`config.mk`:
```
export PLATFORM = sky130hd
export DESIGN_NAME = mod_counter_sequencer
export DESIGN_NICKNAME = d
export VERILOG_FILES = /design/src/rtl/mod_seq_pkg.sv /design/src/rtl/mod_counter_core.sv /design/src/rtl/mod_counter_sequencer.sv
export SDC_FILE = /design/constraint.sdc
export NUM_CORES = 1
export LEC_CHECK = 0
export ABC_AREA = 1
export CORE_ASPECT_RATIO = 0.7
export CORE_MARGIN = 5
export CORE_UTILIZATION = 40
export DETAILED_ROUTE_END_ITERATION = 10
export PLACE_DENSITY = 0.59
export SLEW_MARGIN = 25
export SYNTH_ARGS = -nofsm -noshare
export SYNTH_HDL_FRONTEND = slang
export SYNTH_SLANG_ARGS = --single-unit
```
`constraint.sdc`:
```
create_clock -name Clk_In -period 2.6 [get_ports Clk_In]
set_clock_uncertainty 0.1 [all_clocks]
set_input_delay 0.52 -clock Clk_In [delete_from_list [all_inputs] [get_ports Clk_In]]
set_output_delay 0.52 -clock Clk_In [all_outputs]
set_load 0.05 [all_outputs]
```
`src/rtl/mod_seq_pkg.sv`:
```
// Shared types for the MOD-counter phase sequencer: FSM states, table entry layout
// and the default geometry the top-level parameters start from.
package mod_seq_pkg;

    localparam int DEF_NUM_PHASES = 4;
    localparam int DEF_CNT_WIDTH  = 4;
    localparam int DEF_REP_WIDTH  = 4;
    localparam int PHASE_W        = $clog2(DEF_NUM_PHASES);

    typedef enum logic [1:0] {
        ST_IDLE,
        ST_RUN,
        ST_PAUSE
    } seq_state_t;

    // Entry fields: a zero mod stands for 2^CNT_WIDTH; rep R means R+1 wraps per phase
    typedef struct packed {
        logic [DEF_CNT_WIDTH-1:0] mod;
        logic [DEF_REP_WIDTH-1:0] rep;
    } phase_cfg_t;

endpackage

```
`src/rtl/mod_counter_core.sv`:
```
// Wrapping MOD counter: counts 0..M-1 while enabled, with a terminal-count flag.
// A MOD value of 0 wraps at 2^CNT_WIDTH because mod_val-1 underflows to all ones.
module mod_counter_core #(
    parameter int CNT_WIDTH = 4
) (
    input  logic                 clk,
    input  logic                 rst_n,
    input  logic                 clear,
    input  logic                 enable,
    input  logic [CNT_WIDTH-1:0] mod_val,
    output logic [CNT_WIDTH-1:0] count,
    output logic                 tc
);

    assign tc = (count == mod_val - 1'b1);

    always_ff @(posedge clk or negedge rst_n) begin
        if (!rst_n)
            count <= '0;
        else if (clear)
            count <= '0;
        else if (enable)
            count <= tc ? '0 : count + 1'b1;
    end

endmodule

```
`src/rtl/mod_counter_sequencer.sv`:
```
// Phase sequencer: runs a table of (MOD, repeat) entries through a MOD counter.
// Optional pause support is compiled in with `define MOD_SEQ_PAUSE_EN.
module mod_counter_sequencer
    import mod_seq_pkg::*;
#(
    parameter int NUM_PHASES = 1 << PHASE_W,
    parameter int CNT_WIDTH  = DEF_CNT_WIDTH,
    parameter int REP_WIDTH  = DEF_REP_WIDTH
) (
    input  logic                          Clk_In,
    input  logic                          Resetb_In,
    input  logic                          Cfg_Wr_En_In,
    input  logic [$clog2(NUM_PHASES)-1:0] Cfg_Addr_In,
    input  logic [CNT_WIDTH-1:0]          Cfg_MOD_In,
    input  logic [REP_WIDTH-1:0]          Cfg_Rep_In,
    input  logic                          Start_In,
    input  logic                          Stop_In,
    input  logic                          Loop_En_In,
    output logic [CNT_WIDTH-1:0]          Count_Out,
    output logic [$clog2(NUM_PHASES)-1:0] Phase_Out,
    output logic                          Phase_Done_Out,
    output logic                          Seq_Done_Out,
    output logic                          Busy_Out
);

    localparam int              PH_W       = $clog2(NUM_PHASES);
    localparam logic [PH_W-1:0] LAST_PHASE = PH_W'(NUM_PHASES - 1);

    seq_state_t           state, nxt;
    phase_cfg_t           tbl [NUM_PHASES];
    phase_cfg_t           act;
    logic [PH_W-1:0]      phase, phase_nx;
    logic [REP_WIDTH-1:0] rep_cnt;
    logic                 tc, phase_end, seq_end, cnt_clear, cnt_en;

    assign phase_nx  = phase + 1'b1;
    assign phase_end = (state == ST_RUN) && tc && (rep_cnt == act.rep);
    assign seq_end   = phase_end && (phase == LAST_PHASE);
    // The counter only advances when staying in RUN, so a pause freezes it on the stop cycle
    assign cnt_clear = (nxt == ST_IDLE);
    assign cnt_en    = (state == ST_RUN) && (nxt == ST_RUN);

    mod_counter_core #(
        .CNT_WIDTH (CNT_WIDTH)
    ) u_core (
        .clk     (Clk_In),
        .rst_n   (Resetb_In),
        .clear   (cnt_clear),
        .enable  (cnt_en),
        .mod_val (act.mod),
        .count   (Count_Out),
        .tc      (tc)
    );

    always_ff @(posedge Clk_In or negedge Resetb_In) begin
        if (!Resetb_In)
            state <= ST_IDLE;
        else
            state <= nxt;
    end

    always_comb begin
        nxt = state;
        case (state)
            ST_IDLE:
                if (Start_In && !Stop_In)
                    nxt = ST_RUN;
            ST_RUN:
                if (Stop_In)
`ifdef MOD_SEQ_PAUSE_EN
                    nxt = ST_PAUSE;
`else
                    nxt = ST_IDLE;
`endif
                else if (seq_end && !Loop_En_In)
                    nxt = ST_IDLE;
            ST_PAUSE:
                if (Stop_In)
                    nxt = ST_IDLE;
                else if (Start_In)
                    nxt = ST_RUN;
            default:
                nxt = ST_IDLE;
        endcase
    end

    always_ff @(posedge Clk_In or negedge Resetb_In) begin
        if (!Resetb_In) begin
            for (int i = 0; i < NUM_PHASES; i++)
                tbl[i] <= '0;
            act     <= '0;
            phase   <= '0;
            rep_cnt <= '0;
        end else begin
            if (Cfg_Wr_En_In && state == ST_IDLE)
                tbl[Cfg_Addr_In] <= '{mod: Cfg_MOD_In, rep: Cfg_Rep_In};

            if (nxt == ST_IDLE) begin
                phase   <= '0;
                rep_cnt <= '0;
            end else if (state == ST_IDLE) begin
                phase   <= '0;
                rep_cnt <= '0;
                act     <= tbl[0];
            end else if (cnt_en) begin
                // phase_nx wraps to 0 after the last entry, which is the loop restart
                if (phase_end) begin
                    phase   <= phase_nx;
                    rep_cnt <= '0;
                    act     <= tbl[phase_nx];
                end else if (tc) begin
                    rep_cnt <= rep_cnt + 1'b1;
                end
            end
        end
    end

    assign Phase_Out      = phase;
    assign Phase_Done_Out = phase_end;
    assign Seq_Done_Out   = seq_end;
    assign Busy_Out       = (state != ST_IDLE);

endmodule

```
# Word-level counts from Yosys, hierarchy flattened
# Index checks and enable logic that the tools add are counted.
[totals] regBits=52 inputBits=16 word_cells=79 output_inout_bits=9
[op_classes] addsub=4 n_eq_ne=6 bitwise=3 muxes=27 n_reduce_logical=22 order_cmp=3
[ops] operator="8-bit 2-to-1 mux" count=6
[ops] operator="32-bit bitwise mux" count=1
[ops] operator="4-bit 2-to-1 mux" count=8
[ops] operator="2-bit 2-to-1 mux" count=9
[ops] operator="8-bit binary-select mux with 2-bit select" count=1
[ops] operator="8-bit demux with 2-bit select" count=1
[ops] operator="4-bit by 1-bit adder with 4-bit output (second input constant)" count=2
[ops] operator="4-bit equality test" count=2
[ops] operator="1-bit logical AND" count=8
[ops] operator="2-bit nonzero test" count=4
[ops] operator="3-bit >= comparator (second input constant)" count=2
[ops] operator="2-bit NOT with 3-bit output" count=2
[ops] operator="2-bit case mux with 3 select lines" count=1
[ops] operator="3-bit nonzero test" count=2
[ops] operator="2-bit by 1-bit equality test with 1-bit output (second input constant)" count=2
[ops] operator="2-bit equality test (second input constant)" count=2
[ops] operator="2-bit zero test" count=2
[ops] operator="2-bit AND reduction" count=2
[ops] operator="4-bit nonzero test" count=1
[ops] operator="4-bit by 1-bit subtractor with 4-bit output (second input constant)" count=1
[ops] operator="3-bit by 1-bit < comparator with 1-bit output (second input constant)" count=1
[ops] operator="3-bit AND reduction" count=1
[ops] operator="2-bit by 1-bit adder with 2-bit output (second input constant)" count=1
[ops] operator="1-bit zero test" count=2
[ops] operator="1-bit NOT" count=1

# Depth between registers and ports, before layout
# Gate-level depths: netlist of run 1.
[logic_depth] ltp_word=14 ltp_mapped=15

# By module
# A second synthesis of run 1 with hierarchy kept.
[unflattened] cells_unflattened=320 hier_area_um2=2651.3
[modules_own_cells] module="mod_counter_sequencer" cells_per_inst=269 n_inst=1 seq_area_each_um2=1201.2 area_per_inst_um2=2307.2
[modules_own_cells] module="mod_counter_core" cells_per_inst=51 n_inst=1 seq_area_each_um2=100.1 area_per_inst_um2=344.1

# Worst setup path before layout of run 1
# Ideal clock, no wire load.
[synth_timing] path_type="register to output" startpoint="register u_core.count[0]" endpoint="output port Seq_Done_Out" path_stages_with_launch=9 t_arrival_ns=2.005 path_slack_ns=-0.025 path_cell_list="dfrtp_1 > inv_2 > nand2_1 > nand2_1 > nor2_2 > nand2_2 > nor2_4 > nand2_1 > nor2_1"
[synth_via] elab_chain_cells=4
[synth_lines] item="start, declared" line="mod_counter_core.sv:11" rtl="output logic [CNT_WIDTH-1:0] count,"
[synth_lines] item="start signal, assigned" line="mod_counter_core.sv:23" rtl="count <= tc ? '0 : count + 1'b1;"
[synth_lines] item="4-bit equality test" line="mod_counter_core.sv:15" rtl="assign tc = (count == mod_val - 1'b1);"
[synth_lines] item="1-bit logical AND (2 in a row)" line="mod_counter_sequencer.sv:37" rtl="assign phase_end = (state == ST_RUN) && tc && (rep_cnt == act.rep);"
[synth_lines] item="1-bit logical AND" line="mod_counter_sequencer.sv:38" rtl="assign seq_end = phase_end && (phase == LAST_PHASE);"
[synth_lines] item="end, declared" line="mod_counter_sequencer.sv:22" rtl="output logic Seq_Done_Out,"
# No other way between the ends.

# Worst setup path in the final report of run 1
[layout_timing] startpoint="register act[4] (netlist name)" endpoint="output port Seq_Done_Out"
[layout_via] elab_chain_cells=5
[layout_lines] item="start, declared" line="mod_counter_sequencer.sv:31" rtl="phase_cfg_t act;"
[layout_lines] item="start signal, assigned" line="mod_counter_sequencer.sv:104" rtl="act <= tbl[0];"
[layout_lines] item="start signal, assigned" line="mod_counter_sequencer.sv:110" rtl="act <= tbl[phase_nx];"
[layout_lines] item="4-bit by 1-bit subtractor with 4-bit output" line="mod_counter_core.sv:15"
[layout_lines] item="4-bit equality test" line="mod_counter_core.sv:15"
[layout_lines] item="1-bit logical AND (2 in a row)" line="mod_counter_sequencer.sv:37"
[layout_lines] item="1-bit logical AND" line="mod_counter_sequencer.sv:38"
# No other way between the ends.

==> results of run 1 <==
critical path: stages, from the launching register on:
cell and delay (ps):
dfrtp_1 410, inv_2 120, ha_4 220, xnor2_1 130, nor2_2 150, nand2_2 80
nor2_4 130, nand2_4 100, nor2_4 110, buf_12 140
area by class of cell:
cell class | instances | area (sq um)
tap | 94 | 118
clock buffer | 6 | 72.6
multi-input combinational | 226 | 1220
clock inverter | 1 | 5.00
sequential | 52 | 1300
fill | 665 | 3390
inverter | 41 | 159
timing repair buffer | 38 | 360
cell usage after synthesis, types with 2 or more instances:
master	count
nand2_1	84
dfrtp_1	52
o21ai_0	39
inv_1	33
nand3_1	23
nor2_1	16
nand4_1	10
a22oi_1	8
clkbuf_1	7
inv_2	6
xnor2_1	6
a21oi_1	5
nand2_2	5
ha_1	4
o21ai_1	4
o21ai_2	4
o2bb2ai_1	3
nand2_4	2
nor2_4	2
xor2_1	2
state kept, by name, indices dropped and copies added, names as in the netlist:
name / count
act: 8
state: 2
Phase_Out: 2
rep_cnt: 4
tbl: 32
u_core.count: 4
metrics by stage:
stage / setup TNS, ps / total power, mW / std cells / setup slack [ps] / cell area [sq um]
floorplan: 0 / 1.38 / 327 / 194 / 2690
global placement: 0 / 1.51 / 448 / 336 / 3110
detailed placement: 0 / 1.52 / 448 / 326 / 3110
CTS: 0 / 1.96 / 455 / 10.0 / 3190
global route: -39.2 / 2.13 / 458 / -30.5 / 3240
finish: 0 / 1.98 / 458 / 92.3 / 3240
routing by layer:
metal,global-route usage [%],vias up,routed length [microns]
met1,23.7,1071,3290
li1,-,1146,-
met4,2.65,0,29
met2,23.9,34,2750
met5,0,-,0
met3,2.96,4,175
cell families (layout without fill, tap and decap cells):
logic type               count (synthesis)  in the layout  synth area share (%)
flip-flops                              52             52                  48.4
AND/OR/NAND/NOR                        147            147                  25.0
XOR/XNOR                                 8              8                  2.61
adder cells (fa/ha/maj)                  4              4                  1.86
AO/OA/AOI/OAI                           67             67                  14.9
buffers and inverters                   49             86                  7.17
report_power, final:
group          switching (mW)  internal, mW
registers              0.0821         0.943
logic                   0.295         0.223
clock network           0.252         0.184
timing repair:
item                       4_1_cts  5_1_grt
resized for setup                1        6
setup endpoints to repair        2        2
buffers inserted                 0        3
hold endpoints to repair         0        0
pin swaps                        1        4
worst paths after layout:
path | from | to | slack (ps) | depth (start not counted)
max in group asynchronous | Resetb_In | tbl[9] | 1670 | 2
min | Resetb_In | tbl[8] | 100 | 1
max reg2reg | act[4] | rep_cnt[2] | 310 | 14
min reg2reg | tbl[17] | tbl[17] | 390 | 2
max | act[4] | Seq_Done_Out | 90 | 9
min in group Clk_In | tbl[17] | tbl[17] | 390 | 2
==> flow_metrics.py, run 1 <==
metrics = {
    "synth": {
        "ys_top_cells_by_area": "dfrtp_1, nand2_1, o21ai_0",
        "ys_ff_latch": 52,
        "ys_seq_area_share_pct": 48.4,
        "synth_cell_types": 32,
        "synth_edf_count": 0,
        "synth_top_area_share_pct": 48.4,
        "yosys_warnings": 0,
        "synth_top_flop_cell": "dfrtp_1",
        "synth_area_sq_um": 2690,
        "synthesis.nets": 347,
        "syn_avg_cell_area_sq_um": 8.22,
        "synthArstFlopShare_pct": 100,
        "synthCells": 327,
        "post-synth-top-area-cell": "dfrtp_1",
    },
    "critical_path": {
        "worstSetupStartpointType": "register",
        "end_kind": "output pin",
        "worstSetupPathType": "register to output pin",
        "crit_fanout": 4,
        "required_ps": 1980,
        "arrival_ps": 1890,
    },
    "clocking": {
        "htreeDepth": 2,
        "cts_num_sinks": 52,
        "cts_tree": "built",
        "path_clk_slew_ps": 90,
        "hold_buffers": 0,
        "root_buffer": "clkbuf_8",
        "numCtsBuffers": 5,
        "insertion_delay_ps": 290,
        "clk_path_buf_depth": 2,
    },
    "floorplan": {
        "rows": 25,
        "fp.dieW_microns": 108,
        "start_util_pct": 40.5,
        "dieArea_sq_um": 8480,
        "die_h_microns": 78.6,
        "io_pins": 25,
        "fp.coreArea_sq_um": 6630,
    },
    "timing": {
        "period_share_pct": 96.5,
        "timing.hold.ws_ps": 98.7,
        "max_freq_mhz": 399,
        "relSlewSlack_pct": 64.0,
        "fin_crit_ps": 2510,
        "finalSetupViolations": 0,
        "slew_violations": 0,
        "worst_slew_pin_slew_ps": 539,
        "hold_violations": 0,
    },
    "detailed_routing": {
        "routed_via_density": 4.92,
        "drt-initial-drc-count": 104,
        "drt-wirelength-per-cell_microns": 13.6,
        "ant_nets": 0,
        "drt-total-wl_mm": 6.24,
        "num_vias": 2255,
        "drc": 0,
        "dr.pass1.iters": 4,
    },
    "job": {
        "drv_cap": 0,
    },
    "placement": {
        "place.gp.congestion": 0.784,
        "dp.final_hpwl_mm": 4.65,
        "portBuffers": 24,
    },
    "outcome": {
        "status": "complete, no violations",
    },
    "cells_and_area": {
        "drive_gt1_share_pct": 14.0,
        "diodes": 0,
        "nNetsFinal": 384,
        "syn2layout_area_growth_pct": 20.4,
        "final_common_cell": "nand2_1",
        "final_util_pct": 48.8,
        "final_cell_mix": "nand2_1, dfrtp_1, o21ai_0",
    },
    "global_routing": {
        "grt_pass1_vias": 2238,
        "gr-total-overflow": 0,
        "antenna_found_initial": 0,
        "grt_max_degree": 24,
        "grt_use_total_pct": 15.8,
        "grt_pass1_wl_mm": 10.7,
    },
    "power_and_ir_drop": {
        "p_leak_nw": 1.55,
        "powerDensity_nw_per_um2": 611,
        "ir_drop_uv": 272,
    },
    "min_path": {
        "worstHoldPathType": "primary input to async pin",
    },
}
(Power assumes the default switching activity.)
==> run 2: changes to the inputs <==
Settings changed: DONT_BUFFER_PORTS from default to 1, PLACE_DENSITY 0.59 to 0.54, SETUP_SLACK_MARGIN from default to 0.2, SKIP_CTS_REPAIR_TIMING from default to 1.
==> flow_metrics.py, run 2 (synthesis results as in run 1) <==
metrics = {
    "outcome": {
        "status": "complete, no violations",
    },
    "timing": {
        "relSlewSlack_pct": 53.8,
        "period_share_pct": 96.3,
        "slew_violations": 0,
        "timing.hold.ws_ps": 200,
        "worst_slew_pin_slew_ps": 689,
        "fin_crit_ps": 2500,
        "finalSetupViolations": 0,
        "rsz0062_at_grt": "yes",
        "hold_violations": 0,
        "max_freq_mhz": 399,
    },
    "cells_and_area": {
        "largest_reg_flops": 32,
        "largestRegisters": "tbl x32, act x8",
        "drive_gt1_share_pct": 14.9,
        "final_cell_mix": "nand2_1, dfrtp_1, o21ai_0",
        "final_area_sq_um": 3050,
        "fillCellCount": 676,
        "diodes": 0,
        "largest_register": "tbl",
        "final_common_cell": "nand2_1",
        "nNetsFinal": 362,
        "syn2layout_area_growth_pct": 13.5,
    },
    "floorplan": {
        "die_h_microns": 78.6,
        "fp.dieW_microns": 108,
        "rows": 25,
        "io_pins": 25,
        "fp.coreArea_sq_um": 6630,
        "dieArea_sq_um": 8480,
        "start_util_pct": 40.5,
    },
    "power_and_ir_drop": {
        "p_leak_nw": 1.48,
        "powerDensity_nw_per_um2": 657,
        "ir_drop_uv": 360,
    },
    "detailed_routing": {
        "drt-total-wl_mm": 6.24,
        "routed_via_density": 4.91,
        "drc": 0,
        "wl_met2_mm": 2.66,
        "drt-wirelength-per-cell_microns": 14.3,
        "top_layer_used": "met4",
        "wl_met1_mm": 3.32,
        "num_vias": 2144,
        "ant_nets": 0,
        "dr.pass1.iters": 4,
        "met3_length_microns": 237,
        "drt-initial-drc-count": 98,
    },
    "min_path": {
        "worstHoldPathType": "primary input to register",
        "hp-start": "Stop_In",
        "hold_end": "state[1]",
        "whs_path_depth": 1,
    },
    "clocking": {
        "cts_num_sinks": 52,
        "htreeDepth": 2,
        "path_clk_slew_ps": 100,
        "insertion_delay_ps": 300,
        "numCtsBuffers": 5,
        "root_buffer": "clkbuf_8",
        "cts_tree": "built",
        "clk_path_buf_depth": 2,
    },
    "critical_path": {
        "arrival_ps": 1880,
        "worstSetupStartpointType": "register",
        "end_kind": "output pin",
        "r2r_start": "act[4]",
        "required_ps": 1980,
        "rrSetupSlack_ps": 460,
        "crit_fanout": 4,
        "worstSetupPathType": "register to output pin",
        "worstRegToRegCells": 13,
        "r2r-end": "Phase_Out[0]",
    },
    "global_routing": {
        "grt_use_total_pct": 15.5,
        "grt_pass1_vias": 2079,
        "grt_max_degree": 53,
        "grt_pass1_wl_mm": 10.4,
        "antenna_found_initial": 0,
        "gr-total-overflow": 0,
    },
    "placement": {
        "portBuffers": 0,
        "dp.final_hpwl_mm": 4.46,
        "place.gp.congestion": 0.852,
        "place_area_sq_um": 2860,
    },
    "job": {
        "drv_cap": 0,
    },
}
## run 2: changes by cell type in the layout (fill, tap and decap cells not counted), sizes merged
cell / delta
buf: -2
clkbuf: +1
clkdlybuf4s50: -21
clkinvlp: +1
dlygate4sd3: +1
inv: -1
## run 2: area by class of cell
type / instances / area [sq um] / share of cell area [%]
flip-flops and latches: 52 / 1300 / 42.7
clock inverters: 1 / 7.51 / 0.246
repair buffers: 16 / 143 / 4.68
inverters: 41 / 166 / 5.46
well taps: 94 / 118 / 3.86
clock buffers: 7 / 86.3 / 2.83
multi-input cells: 226 / 1230 / 40.3
## run 2: how the worst max path moves through the flow
stage	slack (ps)	from	cells past startpoint	endpoint
detailed placement	240	act[4]	12	act[5]
global route	-9	act[4]	8	Seq_Done_Out
global placement	300	act[4]	12	act[4]
floorplan	320	u_core.count[3]	14	act[7]
CTS	-60	act[4]	8	Seq_Done_Out
finish	100	act[4]	8	Seq_Done_Out
## run 2: worst max-delay path, cell delays in order, from the launching register on
cell     delay, ps
dfrtp_1        420
inv_2          100
ha_4           210
xnor2_2        130
nor2_2         150
nand2_2         80
nor2_4         130
nand2_4         70
nor2_4         300
## run 2: per-layer routing
metal	track usage (%)	vias up
li1	-	1103
met1	23.7	1011
met2	22.1	28
met3	3.53	2
met4	3.40	0
met5	0	-
## run 2: through the flow
| step | worst slack, ps | util, % | TNS (ps) | total power, mW | instances |
|---|---|---|---|---|---|
| after floorplan | 319 | - | 0 | 1.38 | 327 |
| after global placement | 300 | 43.1 | 0 | 1.46 | 424 |
| after detailed placement | 240 | 43.1 | 0 | 1.47 | 424 |
| after CTS | -64.6 | 44.5 | -78.9 | 1.96 | 432 |
| after global routing | -8.83 | 46.0 | -8.83 | 2.15 | 437 |
| final | 95.9 | 46.0 | 0 | 2.00 | 437 |
## run 2: report_power, final
part | internal (mW) | switching [mW]
registers | 0.943 | 0.0830
clock network | 0.217 | 0.274
logic | 0.200 | 0.288
total | 1.36 | 0.644
==> RTL change 1, RTL diff (config.mk and constraints of run 1) <==
Reset style: synchronous (`Resetb_In` and `rst_n`), changed in 3 clocked blocks.
--- a/src/rtl/mod_counter_core.sv
+++ b/src/rtl/mod_counter_core.sv
@@ -14,7 +14,7 @@
 
     assign tc = (count == mod_val - 1'b1);
 
-    always_ff @(posedge clk or negedge rst_n) begin
+    always_ff @(posedge clk) begin
         if (!rst_n)
             count <= '0;
         else if (clear)
--- a/src/rtl/mod_counter_sequencer.sv
+++ b/src/rtl/mod_counter_sequencer.sv
@@ -52,7 +52,7 @@
         .tc      (tc)
     );
 
-    always_ff @(posedge Clk_In or negedge Resetb_In) begin
+    always_ff @(posedge Clk_In) begin
         if (!Resetb_In)
             state <= ST_IDLE;
         else
@@ -84,7 +84,7 @@
         endcase
     end
 
-    always_ff @(posedge Clk_In or negedge Resetb_In) begin
+    always_ff @(posedge Clk_In) begin
         if (!Resetb_In) begin
             for (int i = 0; i < NUM_PHASES; i++)
                 tbl[i] <= '0;
Function: differs if Resetb_In is asserted again (counterexample within 4 cycles, from zero or initial values and one cycle with Resetb_In low); with Resetb_In held inactive, the same outputs for 4 cycles.
==> RTL change 1 against run 1 <==
  * Highest routed layer unchanged
  * Worst setup slack better by 42 ps
  * Wire length down 4.5%
  * Sequential cell count unchanged
  * Global-route usage down 0.66 points
  * Synthesized area down 1.3%
  * Non-clock buffer count down 4
  * Critical path depth up 2
  * Final area down 0.85%
Power is not compared: it rests on default switching activity, and its combinational part moved more than twofold at a synthesized area within 25%.
==> RTL change 1: results (changes against run 1) <==
| Metric | Value |
|---|---|
| Yosys warns | 0 (unchanged) |
| Peak fanout along the critical path | 4 (unchanged) |
| PortBufs | 24 (unchanged) |
| Number of diodes | 0 (unchanged) |
| Share of cells above drive strength 1 | 0.111 (-0.0287) |
| Worst vdd ir | 0.243 mV |
| GP Congestion | 0.805 (+2.7%) |
| Hpwl dp | 4.66 mm (+0.39%) |
| EDFF count, synth | 32 (+32) |
| Status | finished clean |
| Async set or reset register ratio after synthesis | 0 (-1.00) |
| Top Registers | tbl x32, act x8 |
| R2R setup slack | 310 ps (about the same) |
| Seq/Total Area, Yosys | 0.513 (+0.0288) |
| Fill count | 610 (-8.3%) |
| Slowest CP cell | dfxtp_2 |
| DR pass1 iterations | 4 (unchanged) |
| Antenna violations before repair | 0 (unchanged) |
| Clock slew at reported path FFs | 90 ps (about the same) |
| H-tree depth | 2 (unchanged) |
| Post-CTS Setup Bufs | 0 (unchanged) |
| Total track usage | 0.151 (-0.00656) |
| Number of global-route vias before repair | 2116 (-5.5%) |
| HP Class | flop to flop |
| Num CTS Buffers | 5 (unchanged) |
| Synthesized Nets | 350 (+0.86%) |
| First-pass GRT wire length | 10.1 mm (-5.2%) |
| Ys flop type | edfxtp_1 |
| Clk Latency, worst-skew pair | 310 ps (+20 ps) |
| WL per Instance | 13.0 um (-4.7%) |
| Nets@finish | 387 (+0.78%) |
| Synth top area cells | edfxtp_1 (36%), dfxtp_1 (15%), nand2_1 (10%) |
| Root Buffer | clkbuf_8 |
| Worst stage delay on the critical path | 350 ps (-60 ps) |
| Largest net degree at the start of global routing | 17 (-29%) |
| Area post-placement | 3080 um2 (-0.89%) |
| Via density | 4.77 (-3.1%) |
| Initial DRC Count | 188 (+81%) |
| Rel. slew slack | 0.668 (+0.0279) |
| Distinct cells, synth | 31 (-3.1%) |
| Synth cell count leaders | nand2_1 (71), nor2_1 (65), inv_1 (40) |
==> RTL change 1: cell types whose count changed after synthesis, moves of 11 or more <==
cell,change
o21ai_0,-37
nor2_1,+49
a21oi_1,+19
dfrtp_1,-52
nand2_1,-13
edfxtp_1,+32
nor3_1,+11
dfxtp_1,+20
==> RTL change 1: layout make-up <==
type / count / area, um2 / area share
Clock inverter: 3 / 37.5 / 0.0117
Timing Repair Buffer: 34 / 333 / 0.104
Sequential cell: 52 / 1360 / 0.425
Clock buffer: 5 / 68.8 / 0.0214
Tap cell: 91 / 114 / 0.0355
Inverter: 51 / 191 / 0.0596
Multi-Input combinational cell: 223 / 1100 / 0.343
==> RTL change 1: through the flow <==
stage / total power [mW] / worst slack [ps] / hold WS [ps] / cells
global placement: 1.15 / 331 / 409 / 451
CTS: 1.70 / 23.8 / 420 / 459
detailed placement: 1.15 / 303 / 402 / 451
floorplan: 1.08 / 95.5 / 374 / 330
finish: 1.69 / 134 / 420 / 459
global route: 1.77 / 8.83 / 453 / 459
==> RTL change 1: worst paths after layout <==
check | endpoint | cells past startpoint | from
setup / recovery | Phase_Done_Out | 11 | act[4]
hold / removal | Phase_Out[1] | 2 | Phase_Out[1]
setup reg to reg | u_core.count[0] | 16 | act[4]
hold reg to reg | Phase_Out[1] | 2 | Phase_Out[1]
==> RTL change 1: worst max-delay path: cells and delay by family, from the launching register on <==
kind / cells / cell delay [ps]
fa+ha+maj: 1 / 280
buf+inv: 4 / 320
simple gates: 6 / 590
flops: 1 / 350
==> RTL change 1: cell families after synthesis <==
family,after synthesis,share of synthesized area
buffers and inverters,55,0.0816
adders and majority gates,4,0.0189
AOI/OAI and AO/OA,36,0.0787
DFF,52,0.513
xor gates and xnor gates,4,0.0132
and+or+nand+nor,179,0.295
==> RTL change 1: layer usage <==
metal  vias to the layer above  GRT usage  routed length [um]
li1                       1141          -                   -
met1                       981      0.239                3080
met2                        58      0.206                2430
met3                         9     0.0303                 377
met4                         0     0.0429                  75
met5                         -          0                   0
==> RTL change 1: power breakdown <==
group | internal (mW) | switching [mW] | total [mW]
clock network | 0.281 | 0.268 | 0.549
registers | 0.914 | 0.0147 | 0.928
logic | 0.0779 | 0.132 | 0.210
total | 1.27 | 0.415 | 1.69
==> RTL change 1: repair_timing <==
item / 4_1_cts / 5_1_grt
endpoints found under the setup margin: 1 / 2
hold buffers: 0 / 0
gates resized for setup: 1 / 6
pin swaps: 0 / 1
==> RTL change 2, RTL diff (config.mk and constraints of run 1) <==
Made on the original files. The option `MOD_SEQ_PAUSE_EN` is turned on by a define.
--- a/src/rtl/mod_counter_sequencer.sv
+++ b/src/rtl/mod_counter_sequencer.sv
@@ -1,5 +1,7 @@
 // Phase sequencer: runs a table of (MOD, repeat) entries through a MOD counter.
 // Optional pause support is compiled in with `define MOD_SEQ_PAUSE_EN.
+`define MOD_SEQ_PAUSE_EN
+
 module mod_counter_sequencer
     import mod_seq_pkg::*;
 #(
Behaviour: not the same (a bounded check fails within 4 cycles, from zero or initial values and one cycle with Resetb_In low).
==> RTL change 2 against run 1 <==
  * Die area grew 1.2%
  * Via count shrank 1.4%
  * Sequential share of layout area is essentially flat
  * Sequential cell count is the same
  * Final cell count grew 1.1%
  * Total power grew 13%
  * Wire length shrank 1.7%
  * Final area is essentially flat
  * Worst setup slack gained 7.5 ps
  * Synthesized area grew 1.4%
  * Critical path type unchanged
  * Critical endpoint is now Phase_Done_Out
==> RTL change 2: results (changes against run 1) <==
| Metric | Value |
|---|---|
| Multi-input logic area | 1210 um2 (-1.2%) |
| Number of diodes | 0 (unchanged) |
| RR Startpoint | act[4] |
| Async set or reset register ratio after synthesis | 1.00 (unchanged) |
| Area post-placement | 3130 um2 (+0.76%) |
| Num CTS Buffers | 5 (unchanged) |
| GP Congestion | 0.834 (+6.3%) |
| Synth cell count leaders | nand2_1 (77), dfrtp_1 (52), o21ai_0 (41) |
| Fill count | 684 (+2.9%) |
| Seq/Total Area, Yosys | 0.478 (-0.00645) |
| H-tree depth | 2 (unchanged) |
| PortBufs | 24 (unchanged) |
| Lkg Pwr | 1.54 nW (-0.87%) |
| Total track usage | 0.159 (+0.00127) |
| Hpwl dp | 4.56 mm (-1.8%) |
| Distinct cells, synth | 31 (-3.1%) |
| Root Buffer | clkbuf_8 |
| Clk Latency, worst-skew pair | 300 ps |
| Peak fanout along the critical path | 6 (+2) |
| Top Registers | tbl x32, act x8 |
| Worst Tran Pin Value | 535 ps (-3.74 ps) |
| Yosys warns | 0 (unchanged) |
| Worst vdd ir | 0.449 mV (+65%) |
| Clk buf depth | 2 (unchanged) |
| Share of cells above drive strength 1 | 0.154 (+0.0144) |
| Final number of max-transition violations | 0 (unchanged) |
| DR pass1 iterations | 4 (unchanged) |
| Synthesized Nets | 354 (+2.0%) |
| Worst setup SP type | flop |
| Synth top area cells | dfrtp_1 (48%), nand2_1 (11%), o21ai_0 (7.5%) |
| Ys flop type | dfrtp_1 |
| Status | finished clean |
| HP Class | primary input to async pin |
| Worst EP arrival | 1880 ps |
| Largest net degree at the start of global routing | 20 (-17%) |
| Nets@finish | 388 (+1.0%) |
| Clock slew at reported path FFs | 90 ps (about the same) |
| Antenna violations before repair | 0 (unchanged) |
| Vias | 2224 (-1.4%) |
| WL per Instance | 13.3 um (-2.8%) |
| Initial DRC Count | 141 (+36%) |
| First-pass GRT wire length | 10.6 mm (-0.58%) |
[RTL change 2: repair_timing]
item | CTS | global route
setup buffers | 0 | 1
gates resized for setup | 1 | 0
setup endpoints to repair | 1 | 2
cloned | 0 | 0
[RTL change 2: cell type report]
type                       instances  share of cell area
clock buffer                       7              0.0267
clock inverter                     1             0.00232
inverter                          48              0.0561
multi-input combinational        226               0.373
sequential                        52               0.402
tap                               94              0.0363
timing repair buffer              35               0.104
[RTL change 2: power by group]
group	internal [mW]	leakage (nW)	total (mW)	switching, mW
Clock	0.217	0.0445	0.481	0.264
Sequential	0.980	0.667	1.08	0.103
Combinational	0.275	0.823	0.670	0.396
[RTL change 2: stage by stage]
| stage | cells | setup TNS, ps | setup slack [ps] | hold WS (ps) |
|---|---|---|---|---|
| 6_report | 463 | 0 | 99.7 | 18.7 |
| 5_1_grt | 463 | -45.6 | -33.0 | 30.7 |
| 4_1_cts | 462 | 0 | 49.1 | 21.9 |
| 3_5_place_dp | 454 | 0 | 330 | 356 |
| 3_3_place_gp | 454 | 0 | 383 | 349 |
| 2_1_floorplan | 334 | 0 | 40.1 | 124 |
[RTL change 2: critical path, cell delays in order, from the launching register on]
cell	delay, ps
dfrtp_1	370
inv_2	60
ha_1	300
xnor2_1	270
nor2_4	50
nand2_2	80
nor2_4	50
nand2_2	70
clkinv_2	130
buf_12	180
[RTL change 2: final timing paths]
kind                                   to  slack [ps]  cells past startpoint
setup reg to reg                   act[4]         430                     12
hold / removal                    tbl[31]          20                      1
min in group Clk_In               tbl[21]         390                      2
max in group asynchronous          tbl[0]        1800                      2
setup / recovery           Phase_Done_Out         100                      9
hold reg to reg                   tbl[21]         390                      2
[RTL change 2: logic make-up (layout without fill, tap and decap cells)]
| family | after synthesis | count (layout) | share of synthesized area |
|---|---|---|---|
| adder cells (fa/ha/maj) | 4 | 4 | 0.0184 |
| buffers and inverters | 56 | 91 | 0.0804 |
| flip-flops | 52 | 52 | 0.478 |
| AND/OR/NAND/NOR | 143 | 143 | 0.239 |
| AO/OA/AOI/OAI | 72 | 72 | 0.162 |
| XOR/XNOR | 7 | 7 | 0.0225 |
[RTL change 2: metal layers]
metal  track usage  vias to the layer above  wire (um)
met2         0.234                       43       2610
li1              -                     1148          -
met1         0.238                     1031       3220
met5             0                        -          0
met3        0.0374                        2        277
met4        0.0340                        0         30
